==> src/rtl/simon_pkg.sv <==
// rtl/simon_pkg.sv - shared states, speed codes and defaults for the Simon Says controller
package simon_pkg;

  typedef enum logic [3:0] {
    IDLE,
    START,
    GEN,
    SETSPD,
    SHOW_ON,
    SHOW_OFF,
    PLAYER,
    WIN,
    LOSE
  } state_e;

  localparam int SPEED_W = 3;
  localparam int ROUND_W = 6;
  localparam int IDX_W   = 5;

  localparam logic [SPEED_W-1:0] SPD_1HZ  = 3'd0;
  localparam logic [SPEED_W-1:0] SPD_2HZ  = 3'd1;
  localparam logic [SPEED_W-1:0] SPD_4HZ  = 3'd2;
  localparam logic [SPEED_W-1:0] SPD_8HZ  = 3'd3;
  localparam logic [SPEED_W-1:0] SPD_16HZ = 3'd4;

  localparam int DEF_MAX_ROUNDS       = 32;
  localparam int DEF_ROUNDS_PER_SPEED = 4;
  localparam int DEF_MAX_SPEED        = int'(SPD_16HZ);
  localparam int DEF_TIMEOUT_PULSES   = 8;

endpackage

==> src/rtl/guess_timeout.sv <==
// rtl/guess_timeout.sv - counts timer pulses while waiting for a guess; flags expiry
module guess_timeout #(
  parameter int TIMEOUT_PULSES = 8
) (
  input  logic clk,
  input  logic reset,
  input  logic clear_i,
  input  logic pulse_i,
  output logic expired_o
);

  localparam int CNT_W = $clog2(TIMEOUT_PULSES + 1);

  logic [CNT_W-1:0] cnt_q, cnt_d;

  always_comb begin
    cnt_d = cnt_q;
    if (clear_i) begin
      cnt_d = '0;
    end else if (pulse_i && (cnt_q != CNT_W'(TIMEOUT_PULSES))) begin
      cnt_d = cnt_q + CNT_W'(1);
    end
  end

  // Expiry is flagged in the same cycle as the final pulse so the loss is not delayed.
  assign expired_o = (cnt_d == CNT_W'(TIMEOUT_PULSES));

  always_ff @(posedge clk) begin
    if (reset) begin
      cnt_q <= '0;
    end else begin
      cnt_q <= cnt_d;
    end
  end

endmodule

==> src/rtl/game_controller.sv <==
// rtl/game_controller.sv - Simon Says sequencing FSM driving the datapath command strobes
module game_controller
  import simon_pkg::*;
#(
  parameter int MAX_ROUNDS       = DEF_MAX_ROUNDS,
  parameter int ROUNDS_PER_SPEED = DEF_ROUNDS_PER_SPEED,
  parameter int MAX_SPEED        = DEF_MAX_SPEED,
  parameter int TIMEOUT_PULSES   = DEF_TIMEOUT_PULSES
) (
  input  logic               clk,
  input  logic               reset,
  input  logic               start_req_i,
  input  logic               pulse_i,
  input  logic               guess_valid_i,
  input  logic               guess_ok_i,
  output logic               rst_seedgen_o,
  output logic               start_o,
  output logic               load_colour_o,
  output logic               load_speed_o,
  output logic [SPEED_W-1:0] speed_o,
  output logic               flash_colour_o,
  output logic               player_turn_o,
  output logic [IDX_W-1:0]   check_round_o,
  output logic [ROUND_W-1:0] round_o,
  output logic               game_over_o,
  output logic               win_o
);

  localparam int SPC_W = $clog2(ROUNDS_PER_SPEED + 1);

  state_e               state_q, state_d;
  logic [ROUND_W-1:0]   round_q, round_d;
  logic [IDX_W-1:0]     idx_q, idx_d;
  logic [SPEED_W-1:0]   speed_q, speed_d;
  logic [SPC_W-1:0]     spd_cnt_q, spd_cnt_d;

  logic rst_seedgen_q, start_q, load_colour_q, load_speed_q;
  logic flash_q, player_q, game_over_q, win_q;

  logic last_idx;
  logic tmo_clear;
  logic tmo_expired;

  // Six-bit compare so round=32 does not alias against a 5-bit index.
  assign last_idx  = ({1'b0, idx_q} == (round_q - ROUND_W'(1)));
  assign tmo_clear = (state_q != PLAYER) || guess_valid_i;

  guess_timeout #(
    .TIMEOUT_PULSES(TIMEOUT_PULSES)
  ) u_guess_timeout (
    .clk       (clk),
    .reset     (reset),
    .clear_i   (tmo_clear),
    .pulse_i   (pulse_i),
    .expired_o (tmo_expired)
  );

  always_comb begin
    state_d   = state_q;
    round_d   = round_q;
    idx_d     = idx_q;
    speed_d   = speed_q;
    spd_cnt_d = spd_cnt_q;
    unique case (state_q)
      IDLE: begin
        if (start_req_i) state_d = START;
      end
      START: begin
        round_d   = '0;
        speed_d   = SPD_1HZ;
        spd_cnt_d = '0;
        state_d   = GEN;
      end
      GEN: begin
        round_d = round_q + ROUND_W'(1);
        state_d = SETSPD;
      end
      SETSPD: begin
        idx_d   = '0;
        state_d = SHOW_ON;
      end
      SHOW_ON: begin
        if (pulse_i) state_d = SHOW_OFF;
      end
      SHOW_OFF: begin
        if (pulse_i) begin
          if (last_idx) begin
            idx_d   = '0;
            state_d = PLAYER;
          end else begin
            idx_d   = idx_q + IDX_W'(1);
            state_d = SHOW_ON;
          end
        end
      end
      PLAYER: begin
        if (guess_valid_i) begin
          if (!guess_ok_i) begin
            state_d = LOSE;
          end else if (!last_idx) begin
            idx_d = idx_q + IDX_W'(1);
          end else if (round_q == ROUND_W'(MAX_ROUNDS)) begin
            state_d = WIN;
          end else begin
            if (spd_cnt_q == SPC_W'(ROUNDS_PER_SPEED - 1)) begin
              spd_cnt_d = '0;
              if (speed_q < SPEED_W'(MAX_SPEED)) speed_d = speed_q + SPEED_W'(1);
            end else begin
              spd_cnt_d = spd_cnt_q + SPC_W'(1);
            end
            state_d = GEN;
          end
        end else if (tmo_expired) begin
          state_d = LOSE;
        end
      end
      WIN, LOSE: begin
        if (start_req_i) state_d = START;
      end
      default: state_d = IDLE;
    endcase
  end

  // Strobes are decoded from the next state so each output is a flop aligned with its state.
  always_ff @(posedge clk) begin
    if (reset) begin
      state_q       <= IDLE;
      round_q       <= '0;
      idx_q         <= '0;
      speed_q       <= '0;
      spd_cnt_q     <= '0;
      rst_seedgen_q <= 1'b1;
      start_q       <= 1'b0;
      load_colour_q <= 1'b0;
      load_speed_q  <= 1'b0;
      flash_q       <= 1'b0;
      player_q      <= 1'b0;
      game_over_q   <= 1'b0;
      win_q         <= 1'b0;
    end else begin
      state_q       <= state_d;
      round_q       <= round_d;
      idx_q         <= idx_d;
      speed_q       <= speed_d;
      spd_cnt_q     <= spd_cnt_d;
      rst_seedgen_q <= 1'b0;
      start_q       <= (state_d == START);
      load_colour_q <= (state_d == GEN);
      load_speed_q  <= (state_d == SETSPD);
      flash_q       <= (state_d == SHOW_ON);
      player_q      <= (state_d == PLAYER);
      game_over_q   <= (state_d == WIN) || (state_d == LOSE);
      win_q         <= (state_d == WIN);
    end
  end

  assign rst_seedgen_o  = rst_seedgen_q;
  assign start_o        = start_q;
  assign load_colour_o  = load_colour_q;
  assign load_speed_o   = load_speed_q;
  assign speed_o        = speed_q;
  assign flash_colour_o = flash_q;
  assign player_turn_o  = player_q;
  assign check_round_o  = idx_q;
  assign round_o        = round_q;
  assign game_over_o    = game_over_q;
  assign win_o          = win_q;

endmodule

==> config.mk <==
export PLATFORM = sky130hd
export DESIGN_NAME = game_controller
export DESIGN_NICKNAME = d
export VERILOG_FILES = /design/src/rtl/simon_pkg.sv /design/src/rtl/guess_timeout.sv /design/src/rtl/game_controller.sv
export SDC_FILE = /design/constraint.sdc
export NUM_CORES = 1
export LEC_CHECK = 0
export CAP_MARGIN = 25
export CORE_MARGIN = 2
export CORE_UTILIZATION = 57
export DETAILED_ROUTE_END_ITERATION = 8
export GPL_TIMING_DRIVEN = 0
export PLACE_DENSITY = 0.84
export RECOVER_POWER = 100
export SETUP_SLACK_MARGIN = 0.1
export SYNTH_ARGS = -nofsm -noshare
export SYNTH_HDL_FRONTEND = slang
export SYNTH_SLANG_ARGS = --single-unit
==> constraint.sdc <==
create_clock -name clk -period 4.2 [get_ports clk]
set_input_delay 0.63 -clock clk [delete_from_list [all_inputs] [get_ports clk]]
set_output_delay 0.63 -clock clk [all_outputs]
set_load 0.01 [all_outputs]
# [Word-level counts from Yosys, hierarchy flattened]
# Cells that the tools add are included.
# Widths: inputs -> output; s select.
[word_totals] input_bits=6 out_inout_bits=22 reg_bits=33
[classes] eq_ne=29 n_reduce_logical=11 muxes=33 order_cmp=1 n_addsub=6
[op_table] op="$mux 3" n=12
[op_table] op="$mux 4" n=9
[op_table] op="$eq 4x3->1 const B" n=7
[op_table] op="$pmux 4 s7" n=1
[op_table] op="$mux 5" n=5
[op_table] op="$eq 4x2->1 const B" n=4
[op_table] op="$ne 2x2->1 const B" n=8
[op_table] op="$pmux 5 s3" n=1
[op_table] op="$eq 4x4->1 const B" n=3
[op_table] op="$pmux 3 s2" n=2
[op_table] op="$pmux 6 s2" n=1
[op_table] op="$reduce_and 5->1" n=2
[op_table] op="$eq 4x1->1 const B" n=2
[op_table] op="$reduce_and 7->1" n=1
[op_table] op="$add 3x1->3 const B" n=2
[op_table] op="$add 6x1->6 const B" n=1
[op_table] op="$eq 5x6->1" n=1
[op_table] op="$eq 6x6->1 const B" n=1
[op_table] op="$sub 6x1->6 const B" n=1
[op_table] op="$add 5x1->5 const B" n=1
[op_table] op="$add 4x1->4 const B" n=1
[op_table] op="$logic_not 4->1" n=1
[op_table] op="$ne 4x3->1 const B" n=1
[op_table] op="$ne 4x4->1 const B" n=1
[op_table] op="9 further kinds" n=11

# [Longest topological paths before layout]
# Gate-level depths: netlist (run 1).
[depth] word_depth=10 ltp_mapped=11

# [Hierarchy]
# From an unflattened synthesis (run 1), not the netlist that was laid out.
[hier_totals] cells_unflattened=234 hier_area_um2=1971.9
[by_module_without_submodules] mod="game_controller" seq_area_each_um2=580.6 cells_each=205 n_inst=1 area_each_um2=1716.6
[by_module_without_submodules] mod="guess_timeout" seq_area_each_um2=80.1 cells_each=29 n_inst=1 area_each_um2=255.2

# [Worst setup path after synthesis (run 1)]
# Ideal clock, no wire load.
[synth_path] kind="flip-flop to flip-flop" startpoint="register round_q[0] (netlist: round_o[0])" endpoint="register speed_q[0] (netlist: speed_o[0])" t_required_ns=4.130 period_less_slack_ns=2.676 stages_incl_launch_ff=12 arrival_time_ns=2.606 setup_ns=0.070 path_slack_ns=1.524 n_path_buf=2 path_cell_list="dfxtp_1 -> buf_2 -> inv_1 -> ha_1 -> xnor2_1 -> nor2_1 -> nand4_1 -> or2_4 -> or3_1 -> buf_2 -> or4_1 -> a21oi_1"
[synth_between] elab_chain_len=4 elab_cells_between_ends=6 classes_between="1 x add/sub; 4 x eq/ne; 1 x reduce/logical"
[synth_rtl] item="start, declared" line_no="game_controller.sv:32" rtl="logic [ROUND_W-1:0] round_q, round_d;"
[synth_rtl] item="start signal, assigned" line_no="game_controller.sv:142" rtl="round_q <= round_d;"
[synth_rtl] item="$sub 6x1->6" line_no="game_controller.sv:45" rtl="assign last_idx = ({1'b0, idx_q} == (round_q - ROUND_W'(1)));"
[synth_rtl] item="$eq 5x6->1" line_no="game_controller.sv:45"
[synth_rtl] item="$ne 2x2->1 (no source line)"
[synth_rtl] item="$reduce_and 7->1 (no source line) *"
[synth_rtl] item="end signal, assigned" line_no="game_controller.sv:144" rtl="speed_q <= speed_d;"
[synth_rtl] item="end, declared" line_no="game_controller.sv:34" rtl="logic [SPEED_W-1:0] speed_q, speed_d;"
# Mark *: on every way between the ends. The rest lies on a longest branch, timed or not.
# A chain may end at the register's enable or synchronous reset.

# [Worst setup path after layout (run 1)]
# Same ends and word-level chain as after synthesis.

==> results list, run 1 <==
- Number of antenna violations at the first check in global routing: 0
- For this configuration, the core starts out at a cell density of 59.0%.
- The tool flagged a number of max-cap violations equal to 0.
* # resized after CTS: 0
- Via Count: 1624
- Unrepaired setup endpoints after global routing: false
- For the pin with the worst max-slew slack, the measured transition is 0.643 ns.
* Type of the worst setup path: reg2reg
* DRC violation count after routing: 0
* Detail Route Antenna Nets: 0
* Post-synth top area share: 37.0%
- Overall die area: 3600 µm²
* Number of I/O port buffers: 26
- Cell type with the highest aggregate area in the netlist: sky130_fd_sc_hd__dfxtp_1
- After detailed routing, the average wire length per cell comes to 12.8 µm.
* Met2 Resource Use GR: 36.8%
* Count of warnings emitted by yosys: 0
- Placeable core region: 3030 µm²
- Dividing the final minimum period by the clock period gives 74.2%.
- Post-synthesis area per instance: 8.34 µm²
- Longest Clk Path Bufs: 2
- Biggest area contributors in the synthesized netlist: sky130_fd_sc_hd__dfxtp_1 (37%), sky130_fd_sc_hd__ha_1 (5.6%), sky130_fd_sc_hd__xnor2_1 (5.4%)
- Startpoint type of the worst setup path: flip-flop
* Number of register bits inferred by synthesis: 33
* Prevailing post-synth register cell: sky130_fd_sc_hd__dfxtp_1
* Number of DRC markers after the initial detailed-route iteration: 81
* Top Ports: 28
* Power per standard cell area: 340 nW/µm²
- Data on the critical path arrives at its endpoint at 3.39 ns.
* Path class of the lowest-slack min-delay path: reg2reg
- Aggregate global routing overflow: 0
* Vias in the first global route: 1412
- Across the routed clock network, the largest skew measured is 0.00626 ns.
- After the last flow step, the layout net total stands at 261.
* Status: complete, no violations
* Max rail drop VDD: 0.248 mV
- Floorplan die width: 60.0 µm
* Wire length of the first global-routing pass: 6.22 mm
* Detailed-route vias per instance: 5.56
- Fin crit period: 3.11 ns
- Post-Synthesis Cells: 214
- From synthesis to final layout, the design area changed by 23.1%.
- Endpoint required time on the critical path: 4.48 ns
- CTS hold repair buffers: 0
- The share of the Yosys chip area taken by registers is 37.0%.
- Pin count of the biggest net entering global routing: 12
- The number of max-slew violations in the final report came to 0.
- Post-CTS repair timing setup buffer count: 0
* Worst slew margin relative to its limit: 56.7%
- Skew-Pair Late Insertion Delay: 0.34 ns
* Count of different cell masters after synthesis: 45
* Most common library cells after synthesis: sky130_fd_sc_hd__dfxtp_1 (33), sky130_fd_sc_hd__nor2_1 (18), sky130_fd_sc_hd__nand2_1 (17), sky130_fd_sc_hd__a21oi_1 (14), sky130_fd_sc_hd__xnor2_1 (11)
- In the post-route analysis, the smallest setup slack over all paths is 1.09 ns.
- GR met3 Demand/Resource: 8.01%
* Final Hold Viols: 0
- The die is 60.0 µm tall.
* Clock net sink count: 33
- The layer flagged by global routing as most heavily used is met2.
- The first detailed-routing pass ran for 4 iterations.
- Endpoint class of the critical path: flip-flop
- TritonCTS buffer count: 5
- Derived from the worst setup path, the maximum achievable clock frequency is 321 MHz.
- After clock tree synthesis, the clock-pin slew on the worst setup and hold paths is 0.11 ns.
- Adding up every negative setup slack in the final design gives 0 ns.
- Total nets after synthesis: 228
* Layout cells sized above 1: 6.85%
- Fraction of met1 tracks used by global routing: 29.2%
- The root buffer cell chosen for the clock tree is sky130_fd_sc_hd__clkbuf_4.
- Count of standard-cell rows: 20
- Post-synth EDFFs: 0
* Final number of setup-violating endpoints: 0
* Reg-to-reg setup timing slack: 1.09 ns
* Leakage power: 0.000860 µW
- Most used standard cell by instance count after synthesis: sky130_fd_sc_hd__dfxtp_1
* TritonCTS clock tree: yes
- The synthesized netlist occupies a cell area of 1790 µm².
* Post-placement setup slack: 1.37 ns
- Detailed-placement wirelength estimate: 2.73 mm
- The routed design has 3.75 mm of wire.
* Total GRT Usage: 23.2%
- Share of flip-flops with an asynchronous set or reset after synthesis: 0%
- The repair_antennas step left the layout with diodes totalling 0.
- In this run the worst path has a maximum fanout of 9.
- At the end of routability-driven placement, the weighted congestion stood at 0.898.
- H-tree depth: 2
worst paths after layout:
path	start	endpoint	depth (start not counted)
setup / recovery	round_o[0]	speed_o[0]	11
hold / removal	spd_cnt_q[2]	spd_cnt_q[2]	2
setup reg to reg	round_o[0]	speed_o[0]	11
hold reg to reg	spd_cnt_q[2]	spd_cnt_q[2]	2
area by class of cell:
cell class,instances,area [µm²]
Clock buffer,5,37.5
Buffer,12,52.6
Inverter,10,37.5
Sequential cell,33,661
Clock inverter,3,65.1
Fill cell,242,830
Timing Repair Buffer,26,260
Multi-Input combinational cell,159,1030
Tap cell,44,55.1
cell usage in the layout (no fill, tap or decap), types with 2 or more instances in the layout:
cell type,count
sky130_fd_sc_hd__a22oi_1,3
sky130_fd_sc_hd__or3_1,4
sky130_fd_sc_hd__o211ai_1,4
sky130_fd_sc_hd__nand3_1,8
sky130_fd_sc_hd__a21o_1,2
sky130_fd_sc_hd__nor2b_1,9
sky130_fd_sc_hd__o21ai_0,4
sky130_fd_sc_hd__xnor2_1,11
sky130_fd_sc_hd__nor4_1,3
sky130_fd_sc_hd__clkdlybuf4s50_1,3
sky130_fd_sc_hd__ha_1,8
sky130_fd_sc_hd__bufinv_16,2
sky130_fd_sc_hd__mux2i_1,4
sky130_fd_sc_hd__inv_1,10
sky130_fd_sc_hd__a21oi_1,14
sky130_fd_sc_hd__nand2_1,17
sky130_fd_sc_hd__a211oi_1,2
sky130_fd_sc_hd__o31ai_1,4
sky130_fd_sc_hd__nand2b_1,4
sky130_fd_sc_hd__a31oi_1,4
sky130_fd_sc_hd__dlygate4sd3_1,23
sky130_fd_sc_hd__nand4b_1,3
sky130_fd_sc_hd__nand4_1,5
sky130_fd_sc_hd__a31o_2,2
sky130_fd_sc_hd__and3_1,3
sky130_fd_sc_hd__nand3b_1,3
sky130_fd_sc_hd__dfxtp_1,33
sky130_fd_sc_hd__clkbuf_4,5
sky130_fd_sc_hd__clkbuf_1,11
sky130_fd_sc_hd__nor3_1,4
sky130_fd_sc_hd__or2_2,2
sky130_fd_sc_hd__nor2_1,18
flip-flops by register name, summed over array words and instances (netlist names), 3 cells and up:
| name | cells |
|---|---|
| state_q | 4 |
| check_round_o | 5 |
| u_guess_timeout.cnt_q | 4 |
| round_o | 6 |
| speed_o | 3 |
| spd_cnt_q | 3 |
per-layer routing:
| layer | up-vias | part of all wire, % |
|---|---|---|
| met5 | - | 0 |
| met4 | 0 | 1.1 |
| met3 | 5 | 4.2 |
| met2 | 44 | 49 |
| met1 | 745 | 45 |
| li1 | 830 | - |
report_power, final:
group          total [µW]  switching [µW]  leakage (µW)  internal, µW
Sequential            328            5.00      0.000267           323
Clock                 298             114     0.0000552           184
Combinational         122            70.2      0.000538          51.7
stage by stage:
stage	utilization [%]	hold slack, ns	instance area, µm²	cells	total power, µW
CTS	72.8	0.467	2200	292	752
finish	72.6	0.466	2200	292	749
global placement	69.4	0.445	2100	284	456
detailed placement	69.4	0.452	2100	284	459
floorplan	-	0.431	1790	214	421
global route	72.6	0.502	2200	292	786
cell families after synthesis:
logic type	after synthesis	share of synthesized area, %
compound gates	45	16.7
xor+xnor	12	5.89
fa+ha+maj	8	5.61
buf+inv	22	5.19
flops	33	37.0
mux	4	2.24
simple gates	90	27.3
critical path, cell delays in order (launching register included):
cell                       delay [ns]
sky130_fd_sc_hd__dfxtp_1         0.38
sky130_fd_sc_hd__clkbuf_1        0.36
sky130_fd_sc_hd__inv_1           0.12
sky130_fd_sc_hd__ha_1            0.35
sky130_fd_sc_hd__xnor2_1         0.14
sky130_fd_sc_hd__nor2_1          0.11
sky130_fd_sc_hd__nand4_1         0.10
sky130_fd_sc_hd__or2_0           0.31
sky130_fd_sc_hd__or3_1           0.39
sky130_fd_sc_hd__clkbuf_1        0.17
sky130_fd_sc_hd__or4_1           0.48
sky130_fd_sc_hd__a21oi_1         0.14
Power figures use the tool's default switching activity.
==> inputs of run 2 (changes only) <==
--- a/config.mk
+++ b/config.mk
@@ -7,10 +7,10 @@
 export LEC_CHECK = 0
 export CAP_MARGIN = 25
 export CORE_MARGIN = 2
-export CORE_UTILIZATION = 57
+export CORE_UTILIZATION = 48
 export DETAILED_ROUTE_END_ITERATION = 8
 export GPL_TIMING_DRIVEN = 0
-export PLACE_DENSITY = 0.84
+export PLACE_DENSITY = 0.75
 export RECOVER_POWER = 100
 export SETUP_SLACK_MARGIN = 0.1
 export SYNTH_ARGS = -nofsm -noshare
==> constraint.sdc (replaced) <==
create_clock -name clk -period 2.55 [get_ports clk]
set_input_delay 0.3825 -clock clk [delete_from_list [all_inputs] [get_ports clk]]
set_output_delay 0.3825 -clock clk [all_outputs]
set_load 0.01 [all_outputs]
==> results list, run 2 (same netlist as run 1, synthesis figures left out) <==
- The flow ran to the end, and the final reports show no timing, DRC or antenna violations.
- The buffer depth of the longest clock path is 2 (unchanged).
* Worst stage delay on the critical path: 0.48 ns (about the same)
- Max rail drop VDD: 0.306 mV (+24%)
* Detailed-placement wirelength estimate: 2.76 mm (+1.3%)
- The die footprint was 4220 µm² (+17%).
* Number of I/O port buffers: 26 (unchanged)
- The final period demand of the worst path came to 2.51 ns (-0.603 ns).
- Top Ports: 28 (unchanged)
- Number of DRC markers after the initial detailed-route iteration: 87 (+7.4%)
- Overall power: 1270 µW (+70%)
- The relative slew slack is 48.3% (-8.4 points).
- Placeable core region: 3610 µm² (+19%)
- The flip-flop and latch area is 667 µm² (+0.95%).
- Cell occurring most often along the worst timing path: sky130_fd_sc_hd__buf_6
- The critical path goes through buf_6 > or3_4 > o31ai_4 > nand4_1 > or2_4 > or3_1 > buf_6 > or4_4 > a21oi_2.
- Vertical die dimension: 65.0 µm (+8.4%)
- NumNets Final: 270 (+3.4%)
* Endpoint required time on the critical path: 2.77 ns (-1.71 ns)
- The final hold violation count was 0 (unchanged).
- Most frequent standard cell in the layout excluding fill and tap cells: sky130_fd_sc_hd__dfxtp_1
* Unrepaired setup endpoints after global routing: true
- Clock slew at the register clock pins of the worst setup and hold paths: 0.07 ns (-0.04 ns)
- Number of inserted filler cells in the final layout: 325 (+34%)
- The global router's overall resource usage came to 20.2% (-3.0 points).
* Number of buffers and inverters on the critical path: 2 (-1)
- The number of vias per cell was 5.48 (-1.4%).
- The worst hold path belongs to the class reg2reg.
* Power per standard cell area: 535 nW/µm² (+57%)
- Final number of setup-violating endpoints: 0 (unchanged)
- Detail Route Antenna Nets: 0 (unchanged)
- TritonCTS built the clock tree.
* Antenna cells: 0 (unchanged)
- The max-capacitance violation count came to 0 (unchanged).
- The standard-cell row count was 22 (+10%).
* Area used by multi-input combinational logic: 1100 µm² (+6.6%)
- The H-tree depth reported by CTS came to 2 (unchanged).
* Via Count: 1672 (+3.0%)
* Commonest cells after routing, fill and taps aside: sky130_fd_sc_hd__dfxtp_1 (30), sky130_fd_sc_hd__nor2_1 (18), sky130_fd_sc_hd__nand2_1 (17), sky130_fd_sc_hd__clkdlybuf4s50_1 (15), sky130_fd_sc_hd__a21oi_1 (13)
- Clock skew after layout: 0.00514 ns (-0.00112 ns)
* Max Clk Rate: 398 MHz (+24%)
- STA classifies the critical path startpoint as a flip-flop.
- Number of antenna violations at the first check in global routing: 0 (unchanged)
- The measured slew at the worst slew-check pin came to 0.767 ns (+0.124 ns).
* CP delay by family, top: simple AND/OR/NAND/NOR gates
- The share of post-route cells with drive strength above 1 came to 16.0% (+9.1 points).
* Met2 Resource Use GR: 32.6% (-4.2 points)
- Vias in the first global route: 1445 (+2.3%)
- CTS hold repair buffers: 0 (unchanged)
- Total Wirelength: 4.06 mm (+8.4%)
- The area growth from synthesis to layout is 32.9%.
* Period Utilization, post-route: 98.5% (+24 points)
* Placer's final routability congestion estimate: 0.829 (-7.7%)
- Worst endpoint data arrival time: 2.74 ns (-0.65 ns)
* Type of the worst setup path: reg2reg
- The layer flagged by global routing as most heavily used is met2.
- First-pass DRT Iterations: 5 (+1)
- Leakage power: 0.000887 µW (+3.1%)
- Setup tns final: 0 ns (unchanged)
- Wire length of the first global-routing pass: 6.65 mm (+7.0%)
* Endpoint class of the critical path: flip-flop
* Aggregate global routing overflow: 0 (unchanged)
- The met1 track demand over resource in global routing is 26.1% (-3.1 points).
* DRC violation count after routing: 0 (unchanged)
- The largest fanout of any net on the critical path was 5 (-4).
- Initial standard-cell utilization of the core: 49.5% (-9.5 points)
- The maximum number of pins on one net before global-route repair was 13 (+1).
- Final number of max-transition violations: 0 (unchanged)
- Skew-Pair Late Insertion Delay: 0.29 ns (-0.05 ns)
- Wirelength per Cell: 13.3 µm (+3.7%)
- The TritonCTS buffer count was 5 (unchanged).
- The met3 capacity usage during global routing came to 5.21% (-2.8 points).
* Flip-flop count of the largest register, all copies and words added: 6 (unchanged)
* Clock net sink count: 33 (unchanged)
* Cell at the slowest stage of the critical path: sky130_fd_sc_hd__or4_4
- Floorplan die width: 65.0 µm (+8.4%)
- Root Buffer Master: sky130_fd_sc_hd__clkbuf_8
run 2: cell types whose count changed in the layout (fill, tap and decap cells not counted), sizes merged:
| cell | before | now |
|---|---|---|
| bufinv | 2 | 1 |
| clkbuf | 16 | 13 |
| clkdlybuf4s50 | 3 | 15 |
| dlygate4sd3 | 23 | 11 |
| clkinvlp | 0 | 1 |
| buf | 1 | 13 |
run 2: metal layers:
metal	vias up	wire length, µm
met5	-	0
met4	0	50
met3	4	168
met2	46	2000
met1	775	1840
li1	847	-
run 2: path summary, 6_finish.rpt:
check,from,to,slack [ns],depth (start not counted)
max reg2reg,round_o[3],speed_o[0],0.04,9
min reg2reg,spd_cnt_q[2],spd_cnt_q[2],0.47,2
min,spd_cnt_q[2],spd_cnt_q[2],0.47,2
max,round_o[3],speed_o[0],0.04,9
run 2: final cells by class:
cell class,instances,share of cell area (%)
Buffer,12,2.90
Clock buffer,5,2.90
Clock inverter,3,1.95
Inverter,10,1.58
Multi-Input combinational cell,159,46.2
Sequential cell,33,28.1
Tap cell,48,2.53
Timing Repair Buffer,35,13.8
run 2: worst min-delay path, cell delays in order, from the launching register on:
cell and delay (ns):
sky130_fd_sc_hd__dfxtp_1 0.32, sky130_fd_sc_hd__inv_1 0.06, sky130_fd_sc_hd__a211oi_1 0.04
run 2: power by group:
| group | switching (µW) | internal (µW) | total, µW |
|---|---|---|---|
| logic | 125 | 109 | 235 |
| clock network | 203 | 292 | 495 |
| registers | 8.13 | 532 | 540 |
| total | 336 | 934 | 1270 |
run 2: stage by stage:
step	instances	setup WS (ns)	hold WS, ns	util, %	area [µm²]
final	305	0.0386	0.467	65.8	2370
after global routing	305	-0.0606	0.504	65.8	2370
after CTS	298	-0.0342	0.475	63.2	2280
after detailed placement	288	-0.0494	0.464	59.2	2130
after global placement	288	-0.0217	0.444	59.2	2130
after floorplan	214	0.0603	0.410	-	1810
run 2: timing repair:
action | in CTS | in global routing
setup endpoints to repair | 4 | 17
gates resized for setup | 3 | 11
setup buffers | 2 | 7
pin swaps | 4 | 8
==> inputs of run 3 (changes only) <==
==> constraint.sdc (replaced) <==
create_clock -name clk -period 2.1 [get_ports clk]
set_input_delay 0.315 -clock clk [delete_from_list [all_inputs] [get_ports clk]]
set_output_delay 0.315 -clock clk [all_outputs]
set_load 0.01 [all_outputs]
==> results list, run 3 (same netlist as run 1, synthesis figures left out) <==
* Flip-flop count of the largest register, all copies and words added: 6 (unchanged)
* Setup tns final: -3.23 ns (-3.23 ns)
* Sw Share: 29.1% (+2.6 points)
- Maximum fanout along the worst path: 4 (-1)
* Path class of the lowest-slack min-delay path: reg2reg
* Worst slew margin relative to its limit: 50.2% (+1.9 points)
* Leakage power: 0.000928 µW (+4.6%)
- The sequential cell fraction of total power is 45.9% (+3.4 points).
- Final number of max-transition violations: 0 (unchanged)
* Cell occurring most often along the worst timing path: sky130_fd_sc_hd__or3_4
- Pin count of the biggest net entering global routing: 12 (-1)
- The half-perimeter wire length after placement was 2.68 mm (-2.9%).
* Commonest cells after routing, fill and taps aside: sky130_fd_sc_hd__dfxtp_1 (29), sky130_fd_sc_hd__nor2_1 (18), sky130_fd_sc_hd__dlygate4sd3_1 (18), sky130_fd_sc_hd__nand2_1 (17), sky130_fd_sc_hd__buf_4 (13)
* Fraction of met1 tracks used by global routing: 26.0% (-0.11 points)
- After global routing, the most crowded layer is met2.
* Startpoint type of the worst setup path: flip-flop
- Final number of setup-violating endpoints: 21 (+21)
* Final Core Density: 67.3% (+1.5 points)
- Placeable core region: 3610 µm² (unchanged)
* Clock skew after layout: 0.00328 ns (-0.00186 ns)
* Count of standard-cell rows: 22 (unchanged)
- Status: finished with violations
* DRC violation count after routing: 0 (unchanged)
- The maximum clock frequency was 404 MHz (+1.4%).
- The post-placement setup slack is -0.475 ns (-0.426 ns).
- Number of antenna violations at the first check in global routing: 0 (unchanged)
- The slowest stage of the critical path is the sky130_fd_sc_hd__or4_4 cell.
- Period Utilization, post-route: 118% (+20 points)
* Wirelength per Cell: 13.8 µm (+3.9%)
* Fin worst setup slack: -0.378 ns (-0.416 ns)
- The aggregate routed wire length is 4.27 mm (+5.2%).
- Type of the worst setup path: reg2reg
- H-tree depth: 2 (unchanged)
- The initial core utilization was 49.5% (unchanged).
- Detailed-route vias per instance: 5.52 (+0.65%)
* Floorplan die width: 65.0 µm (unchanged)
* Overall die area: 4220 µm² (unchanged)
- TritonCTS built the clock tree.
- The clock group share of total power is 33.4% (-5.6 points).
- Via Count: 1705 (+2.0%)
- The count of buffer and inverter cells on the critical path was 1 (-1).
- The checks that failed: setup timing.
- Skew-Pair Late Insertion Delay: 0.29 ns (about the same)
- The final period demand of the worst path was 2.48 ns (-0.0336 ns).
- Layout overhead on the synthesized area: 35.9%
- Detail Route Antenna Nets: 0 (unchanged)
- The clock net sink count is 33 (unchanged).
- Vias in the first global route: 1492 (+3.3%)
* Top Ports: 28 (unchanged)
- The number of nets in the layout is 274 (+1.5%).
- The last weighted congestion value of the routability-driven placer came to 0.842 (+1.7%).
- The global-route wire length before repair came to 6.69 mm (+0.63%).
- TritonCTS buffer count: 5 (unchanged)
- The number of buffers added on ports came to 26 (unchanged).
* Total GRT Usage: 20.6% (+0.40 points)
- The measured slew at the worst slew-check pin was 0.739 ns (-0.0278 ns).
- The part of the total power dissipated in combinational logic came to 20.7% (+2.2 points).
- The data arrival time at the worst-slack endpoint came to 2.71 ns (-0.03 ns).
* Longest Clk Path Bufs: 2 (unchanged)
* Worst-path cell chain: or3_4 > o31ai_4 > nand4_1 > or2_4 > or3_4 > buf_6 > or4_4 > a21oi_2
- CP delay by family, top: simple AND/OR/NAND/NOR gates
* First-pass DRT Iterations: 4 (-1)
- Unrepaired setup endpoints after global routing: true
- Most frequent standard cell in the layout excluding fill and tap cells: sky130_fd_sc_hd__dfxtp_1
* Aggregate global routing overflow: 0 (unchanged)
- Number of maximum-capacitance violations: 0 (unchanged)
* Cell-internal power: 1010 µW (+8.4%)
- Number of inserted filler cells in the final layout: 285 (-12%)
- The worst setup path is captured at a flip-flop.
- Layout cells sized above 1: 20.3% (+4.4 points)
- Number of DRC markers after the initial detailed-route iteration: 85 (-2.3%)
- Power per standard cell area: 588 nW/µm² (+9.9%)
* Root Buffer Master: sky130_fd_sc_hd__clkbuf_8
* Clock slew at the register clock pins of the worst setup and hold paths: 0.07 ns (about the same)
- The met3 capacity usage during global routing was 5.90% (+0.69 points).
* Max rail drop VDD: 0.315 mV (+3.0%)
* Endpoint required time on the critical path: 2.33 ns (-0.44 ns)
* Antenna cells: 0 (unchanged)
- Vertical die dimension: 65.0 µm (unchanged)
- Met2 Resource Use GR: 33.6% (+1.0 points)
- The delay of the slowest cell on the worst path came to 0.47 ns (about the same).
- The final hold violation count is 0 (unchanged).
* Net Sw Power: 416 µW (+24%)
==> run 3: area by class of cell <==
type / count / area, µm² / share of cell area, %
clock inverters: 3 / 17.5 / 0.722
multi-input cells: 159 / 1140 / 47.2
flip-flops and latches: 33 / 668 / 27.5
plain buffers: 11 / 58.8 / 2.42
inverters: 10 / 40.0 / 1.65
clock buffers: 5 / 68.8 / 2.84
well taps: 48 / 60.1 / 2.47
repair buffers: 40 / 369 / 15.2
==> run 3: tightest hold or removal path, delay by kind of cell, from the launching register on <==
| family | cells | cell delay, ns |
|---|---|---|
| compound gates | 1 | 0.04 |
| buf+inv | 1 | 0.06 |
| flops | 1 | 0.31 |
==> run 3: metal layers <==
layer  part of all wire [%]  wire length (µm)  vias up
met5                      0                 0        -
met4                    2.4               102        0
met3                    4.4               187        9
met2                     49              2090       48
met1                     44              1900      795
li1                       -                 -      853
==> run 3: path summary, 6_finish.rpt <==
| check | startpoint | to | cells after the start | slack (ns) |
|---|---|---|---|---|
| setup / recovery | round_o[3] | speed_o[0] | 8 | -0.38 |
| hold / removal | spd_cnt_q[2] | spd_cnt_q[2] | 2 | 0.46 |
| setup reg to reg | round_o[3] | speed_o[0] | 8 | -0.38 |
| hold reg to reg | spd_cnt_q[2] | spd_cnt_q[2] | 2 | 0.46 |
==> run 3: repair_timing <==
action	in CTS	in global routing
hold buffers	0	0
hold endpoints to repair	0	0
buffers inserted	5	9
pin swaps	10	16
endpoints found under the setup margin	21	22
resized for setup	3	23
==> run 3: power groups by stage <==
stage / logic (µW) / clock network [µW] / registers, µW
2_1_floorplan: 172 / 0 / 678
3_3_place_gp: 252 / 0 / 672
3_5_place_dp: 253 / 0 / 673
4_1_cts: 262 / 482 / 657
5_1_grt: 326 / 515 / 658
6_report: 296 / 476 / 655
==> run 3: metrics by stage <==
step                      std cells  total power [µW]  hold WS, ns  area, µm²
final                           309              1430        0.458       2430
after global routing            309              1500        0.495       2430
after CTS                       301              1400        0.459       2270
after detailed placement        288               926        0.449       2130
after global placement          288               924        0.446       2130
after floorplan                 214               851        0.343       1810
